<file path="src/rtl/detector_jogada_pkg.sv">
// Shared definitions for the memory-game input stage: state codes and default
// sizing, also used by the controller's db_estado decoder.
package detector_jogada_pkg;

  localparam int WIDTH_PADRAO    = 4;
  localparam int DEBOUNCE_PADRAO = 2;
  localparam int TIMEOUT_PADRAO  = 3000;  // 3 s at a 1 kHz game clock

  typedef enum logic [2:0] {
    OCIOSO = 3'd0,
    ESPERA = 3'd1,
    FILTRO = 3'd2,
    SOLTA  = 3'd3
  } estado_t;

endpackage

</file>
<file path="src/rtl/detector_jogada_sincronizador.sv">
// Parameterized-width two-flop synchronizer for asynchronous level inputs
// (player switches, the start button).
module detector_jogada_sincronizador #(
  parameter int WIDTH = 1
) (
  input  logic             clk,
  input  logic             rst_n,
  input  logic [WIDTH-1:0] d_i,
  output logic [WIDTH-1:0] q_o
);

  logic [WIDTH-1:0] meta_q;
  logic [WIDTH-1:0] sinc_q;

  // NOTE: sequential state uses non-blocking assignments so both flops sample
  // their inputs from before the edge, forming a true two-stage chain.
  always_ff @(posedge clk or negedge rst_n) begin
    if (!rst_n) begin
      meta_q <= '0;
      sinc_q <= '0;
    end else begin
      meta_q <= d_i;
      sinc_q <= meta_q;
    end
  end

  assign q_o = sinc_q;

endmodule

</file>
<file path="src/rtl/detector_jogada.sv">
// Memory-game input stage: synchronizes and debounces the switches, qualifies
// each press as one play, flags multi-key presses and raises a play timeout.
module detector_jogada
  import detector_jogada_pkg::*;
#(
  parameter int WIDTH           = WIDTH_PADRAO,
  parameter int DEBOUNCE_CYCLES = DEBOUNCE_PADRAO,
  parameter int TIMEOUT_CYCLES  = TIMEOUT_PADRAO
) (
  input  logic             clock,
  input  logic             reset,
  input  logic             habilita,
  input  logic [WIDTH-1:0] chaves,
  output logic [WIDTH-1:0] jogada,
  output logic             jogada_feita,
  output logic             jogada_invalida,
  output logic             timeout,
  output logic [2:0]       db_estado
);

  localparam int CW = $clog2(TIMEOUT_CYCLES + 1);
  localparam int DW = $clog2(DEBOUNCE_CYCLES + 1);
  localparam logic [CW-1:0] CNT_ULTIMO = CW'(TIMEOUT_CYCLES - 1);
  localparam logic [DW-1:0] DEB_ULTIMO = DW'(DEBOUNCE_CYCLES - 1);

  logic [WIDTH-1:0] s;

  estado_t          estado_q,   estado_d;
  logic [CW-1:0]    cnt_q,      cnt_d;
  logic [DW-1:0]    deb_q,      deb_d;
  logic [WIDTH-1:0] amostra_q,  amostra_d;
  logic [WIDTH-1:0] jogada_q,   jogada_d;
  logic             feita_q,    feita_d;
  logic             invalida_q, invalida_d;
  logic             timeout_q,  timeout_d;

  logic             qualifica;
  logic [WIDTH-1:0] candidato;

  detector_jogada_sincronizador #(.WIDTH(WIDTH)) u_sinc (
    .clk   (clock),
    .rst_n (reset),
    .d_i   (chaves),
    .q_o   (s)
  );

  function automatic logic eh_one_hot(input logic [WIDTH-1:0] v);
    return (v != '0) && ((v & (v - 1'b1)) == '0);
  endfunction

  // NOTE: every variable written here gets a default first, so no path can
  // leave one unassigned and infer a latch.
  always_comb begin
    estado_d   = estado_q;
    cnt_d      = cnt_q;
    deb_d      = deb_q;
    amostra_d  = amostra_q;
    jogada_d   = jogada_q;
    feita_d    = 1'b0;
    invalida_d = 1'b0;
    timeout_d  = 1'b0;
    qualifica  = 1'b0;
    candidato  = amostra_q;

    if (!habilita) begin
      estado_d = OCIOSO;
      deb_d    = '0;
    end else begin
      case (estado_q)
        OCIOSO: begin
          estado_d = ESPERA;
          cnt_d    = '0;
          deb_d    = '0;
        end
        ESPERA: begin
          if (s != '0) begin
            amostra_d = s;
            if (DEBOUNCE_CYCLES == 1) begin
              qualifica = 1'b1;
              candidato = s;
            end else begin
              estado_d = FILTRO;
              deb_d    = DW'(1);
            end
          end else if (cnt_q == CNT_ULTIMO) begin
            timeout_d = 1'b1;
            estado_d  = OCIOSO;
          end else begin
            cnt_d = cnt_q + 1'b1;
          end
        end
        FILTRO: begin
          if (s == amostra_q) begin
            if (deb_q == DEB_ULTIMO) qualifica = 1'b1;
            else                     deb_d     = deb_q + 1'b1;
          end else begin
            // A bounce resumes the wait; the play timer keeps its progress.
            estado_d = ESPERA;
            deb_d    = '0;
          end
        end
        SOLTA: begin
          if (s != '0) begin
            deb_d = '0;
          end else if (deb_q == DEB_ULTIMO) begin
            estado_d = ESPERA;
            cnt_d    = '0;
            deb_d    = '0;
          end else begin
            deb_d = deb_q + 1'b1;
          end
        end
        default: estado_d = OCIOSO;
      endcase

      if (qualifica) begin
        jogada_d   = candidato;
        feita_d    = eh_one_hot(candidato);
        invalida_d = !eh_one_hot(candidato);
        estado_d   = SOLTA;
        deb_d      = '0;
      end
    end
  end

  always_ff @(posedge clock or negedge reset) begin
    if (!reset) begin
      estado_q   <= OCIOSO;
      cnt_q      <= '0;
      deb_q      <= '0;
      amostra_q  <= '0;
      jogada_q   <= '0;
      feita_q    <= 1'b0;
      invalida_q <= 1'b0;
      timeout_q  <= 1'b0;
    end else begin
      estado_q   <= estado_d;
      cnt_q      <= cnt_d;
      deb_q      <= deb_d;
      amostra_q  <= amostra_d;
      jogada_q   <= jogada_d;
      feita_q    <= feita_d;
      invalida_q <= invalida_d;
      timeout_q  <= timeout_d;
    end
  end

  assign jogada          = jogada_q;
  assign jogada_feita    = feita_q;
  assign jogada_invalida = invalida_q;
  assign timeout         = timeout_q;
  assign db_estado       = estado_q;

endmodule

</file>
<file path="config.mk">
export PLATFORM = sky130hd
export DESIGN_NAME = detector_jogada
export DESIGN_NICKNAME = d
export VERILOG_FILES = /design/src/rtl/detector_jogada_pkg.sv /design/src/rtl/detector_jogada_sincronizador.sv /design/src/rtl/detector_jogada.sv
export SDC_FILE = /design/constraint.sdc
export NUM_CORES = 1
export LEC_CHECK = 0
export CAP_MARGIN = 20
export CORE_ASPECT_RATIO = 1.25
export CORE_MARGIN = 2
export CORE_UTILIZATION = 50
export CTS_CLUSTER_DIAMETER = 30
export DETAILED_ROUTE_END_ITERATION = 16
export PLACE_DENSITY_LB_ADDON = 0.1
export REMOVE_ABC_BUFFERS = 1
export SETUP_SLACK_MARGIN = 0.1
export SKIP_CTS_REPAIR_TIMING = 1
export SYNTH_ARGS = -nofsm -noshare
export SYNTH_HDL_FRONTEND = slang
export SYNTH_SLANG_ARGS = --single-unit
</file>
<file path="constraint.sdc">
create_clock -name clock -period 2 [get_ports clock]
set_clock_uncertainty 0.15 [all_clocks]
set_input_delay 0.6 -clock clock [delete_from_list [all_inputs] [get_ports clock]]
set_output_delay 0.6 -clock clock [all_outputs]
set_load 0.005 [all_outputs]
</file>
==> results.json, run 1 <==
{
  "post_route_cells_drive_above_1_share_pct": 35.2,
  "final_core_util_pct": 70.3,
  "synth_area_per_cell_um2": 10.9,
  "crit_path_end": "cnt_q[9]$_DFFE_PN0P_",
  "setup_viol": 0,
  "fin_crit_ns": 1.97,
  "track_usage_pct": 20.0,
  "regArea_um2": 880,
  "rsz0062_at_grt": "yes",
  "crit_path_start": "u_sinc.q_o[3]$_DFF_PN0_",
  "maxCapViolCount": 0,
  "gp_congestion": 0.758,
  "setup_ws_ns": 0.0340,
  "route.final.wire_length_um": 3740,
  "cp_max_fo": 6,
  "p_leak_nw": 1.08,
  "layout.nets": 205,
  "yosys_register_bits": 35,
  "synthDistinctLibCells": 40,
  "syn_area_mm2": 0.00169,
  "syn-instance-count": 155,
  "cts_max_level": 2,
  "cp-start-kind": "flip-flop",
  "switching_power_uw": 460,
  "multi_input_area_um2": 878,
  "synth_top_area_share_pct": 51.9,
  "p_seq_share_pct": 50.2,
  "postPlaceCellArea_mm2": 0.00197,
  "async_reset_ff_share_pct": 100,
  "cts_tree": "built",
  "finalMaxSlewViolations": 0,
  "cts.sinks": 35,
  "grt_pass1_vias": 1330,
  "drc_errors": 0,
  "antenna_found_initial": 0,
  "synth-edff-count": 0,
  "final_common_cell": "dfrtp_1",
  "clkLatencyLatePin_ns": 0.29,
  "crit_slowest_cell": "or4_1",
  "start_util_pct": 52.4,
  "cp.required_ns": 2.07,
  "p_comb_share_pct": 17.0,
  "grt_start_max_net_pins": 36,
  "die_h_um": 69.0,
  "endpoint_kind": "flip-flop",
  "critical_path.cell_chain": "o41ai_4 > nand3_4 > or4_1 > a21oi_2",
  "post-route-period-util_pct": 98.3,
  "powerDensity_mw_per_mm2": 706,
  "die_x_um": 56.0,
  "wire_per_inst_um": 16.1,
  "clockRootBuffer": "clkbuf_8",
  "synth_area_leaders": "dfrtp_1, mux2_2, o21ai_0",
  "swShare_pct": 28.8,
  "ys.warnings.count": 0,
  "hold_path.class": "reg2reg",
  "synth_ff_type": "dfrtp_1",
  "coreArea_mm2": 0.00322,
  "r2r_start": "u_sinc.q_o[3]$_DFF_PN0_",
  "antenna_cells": 0,
  "drtPass1Iterations": 4,
  "max_freq_mhz": 509,
  "drtIter0Drc": 41,
  "cts_made_buffers": 5,
  "path_clk_slew_ns": 0.07,
  "timing.rr.end": "cnt_q[9]$_DFFE_PN0P_",
  "place_ws_ns": -0.289,
  "hold_ws_ns": 0.208,
  "power_frac_clock_pct": 32.8,
  "viasPerCell": 5.90,
  "internal-power_mw": 1.14,
  "vias": 1375,
  "ff2ff_setup_slack_ns": 0.03,
  "critPathKind": "reg2reg",
  "hold_viol": 0,
  "critPathArrivalTime_ns": 2.04,
  "grt.overflow.total": 0,
  "final_cell_mix": "dfrtp_1, buf_4, o21ai_0, nand2_1",
  "antenna_left": 0,
  "grt_pass1_wl_um": 5870,
  "hpwl_um": 2580,
  "ir_worst_vdd_uv": 482,
  "final_area_mm2": 0.00227,
  "syn2layout_area_growth_pct": 34.1,
  "die_area_mm2": 0.00386,
  "cts.path.max_buffers": 2,
  "fillerInstances": 251,
  "rows": 23,
  "status": "finished clean",
  "yosysTopAreaCell": "dfrtp_1",
  "io_pins": 17,
  "yosysSeqAreaShare_pct": 51.9,
  "r2r_cells": 4,
  "io_buffers": 15,
  "slowest_delay_ns": 0.52
}
==> cell families (layout without fill, tap and decap cells) <==
kind of cell             Yosys count  count (layout)  synth area share, %
flip-flops                        35              35                 51.9
buffers and inverters              7              48                 2.30
XOR/XNOR                           6               6                 3.11
multiplexers                       8               8                 5.33
adder cells (fa/ha/maj)            3               3                 2.22
AO/OA/AOI/OAI                     40              40                 16.0
AND/OR/NAND/NOR                   55              55                 19.0
other                              1               1                0.222
==> worst min path at each step <==
stage	endpoint	cells after the start	slack, ns	from
CTS	u_sinc.q_o[0]$_DFF_PN0_	0	0.21	u_sinc.meta_q[0]$_DFF_PN0_
global placement	u_sinc.q_o[2]$_DFF_PN0_	0	0.18	u_sinc.meta_q[2]$_DFF_PN0_
finish	u_sinc.q_o[1]$_DFF_PN0_	0	0.21	u_sinc.meta_q[1]$_DFF_PN0_
floorplan	amostra_q[0]$_DFFE_PN0P_	0	0.15	reset
detailed placement	u_sinc.q_o[0]$_DFF_PN0_	0	0.19	u_sinc.meta_q[0]$_DFF_PN0_
global route	u_sinc.q_o[0]$_DFF_PN0_	0	0.22	u_sinc.meta_q[0]$_DFF_PN0_
==> flip-flops by register name (all words and copies together) (netlist names) <==
signal / flops
deb_q: 2
u_sinc.q_o: 4
amostra_q: 4
u_sinc.meta_q: 4
db_estado: 2
cnt_q: 12
jogada_invalida: 1
jogada_feita: 1
jogada: 4
timeout: 1
==> layout make-up <==
type                    count  share of cell area [%]
clock buffers               5                    3.04
flip-flops and latches     35                    38.8
inverters                   2                   0.331
multi-input cells         113                    38.8
repair buffers             38                    15.9
clock inverters             3                    1.10
well taps                  37                    2.04
==> Yosys cell counts, types with 2 or more instances <==
library cell	count
dfrtp_1	35
nand2_1	12
o21ai_0	12
a21oi_1	11
and3_1	8
mux2_2	8
o31ai_1	6
or4_1	6
nand3_1	5
nand4_1	4
nor2_1	4
nor2b_1	4
xnor2_1	4
ha_1	3
a21o_1	2
a31oi_1	2
clkbuf_1	2
inv_1	2
nor3_1	2
or4b_2	2
xor2_1	2
==> critical path, delay by kind of cell, from the launching register on <==
family             cells  cell delay (ns)
DFF                    1             0.45
AOI/OAI and AO/OA      2             0.60
and+or+nand+nor        2             0.70
==> power groups by stage <==
| stage | sequential [mW] | combinational, mW | clock [mW] |
|---|---|---|---|
| after floorplan | 0.801 | 0.127 | 0 |
| after global placement | 0.811 | 0.217 | 0 |
| after detailed placement | 0.815 | 0.224 | 0 |
| after CTS | 0.802 | 0.226 | 0.536 |
| after global routing | 0.811 | 0.302 | 0.564 |
| final | 0.803 | 0.273 | 0.525 |
==> metrics by stage <==
stage               total power, mW  cells  setup TNS (ns)
global route                   1.68    233         -0.0603
CTS                            1.56    224          -0.453
finish                         1.60    233               0
detailed placement             1.04    216           -3.25
global placement               1.03    216           -2.78
floorplan                     0.928    150               0
==> per-layer routing <==
layer	vias up	global-route usage (%)	share of wire, %
met5	-	0	0
met4	0	8.33	1.6
met3	6	5.22	3.9
met2	29	37.1	53
met1	679	22.1	42
li1	661	-	-
Power figures use the tool's default switching activity.
==> run 2: changes to the inputs <==
--- a/config.mk
+++ b/config.mk
@@ -10,6 +10,7 @@
 export CORE_MARGIN = 2
 export CORE_UTILIZATION = 50
 export CTS_CLUSTER_DIAMETER = 30
+export CTS_CLUSTER_SIZE = 28
 export DETAILED_ROUTE_END_ITERATION = 16
 export PLACE_DENSITY_LB_ADDON = 0.1
 export REMOVE_ABC_BUFFERS = 1
==> results of run 2 <==
Same layout as run 1: the final DEF is identical, and so are final timing and power.
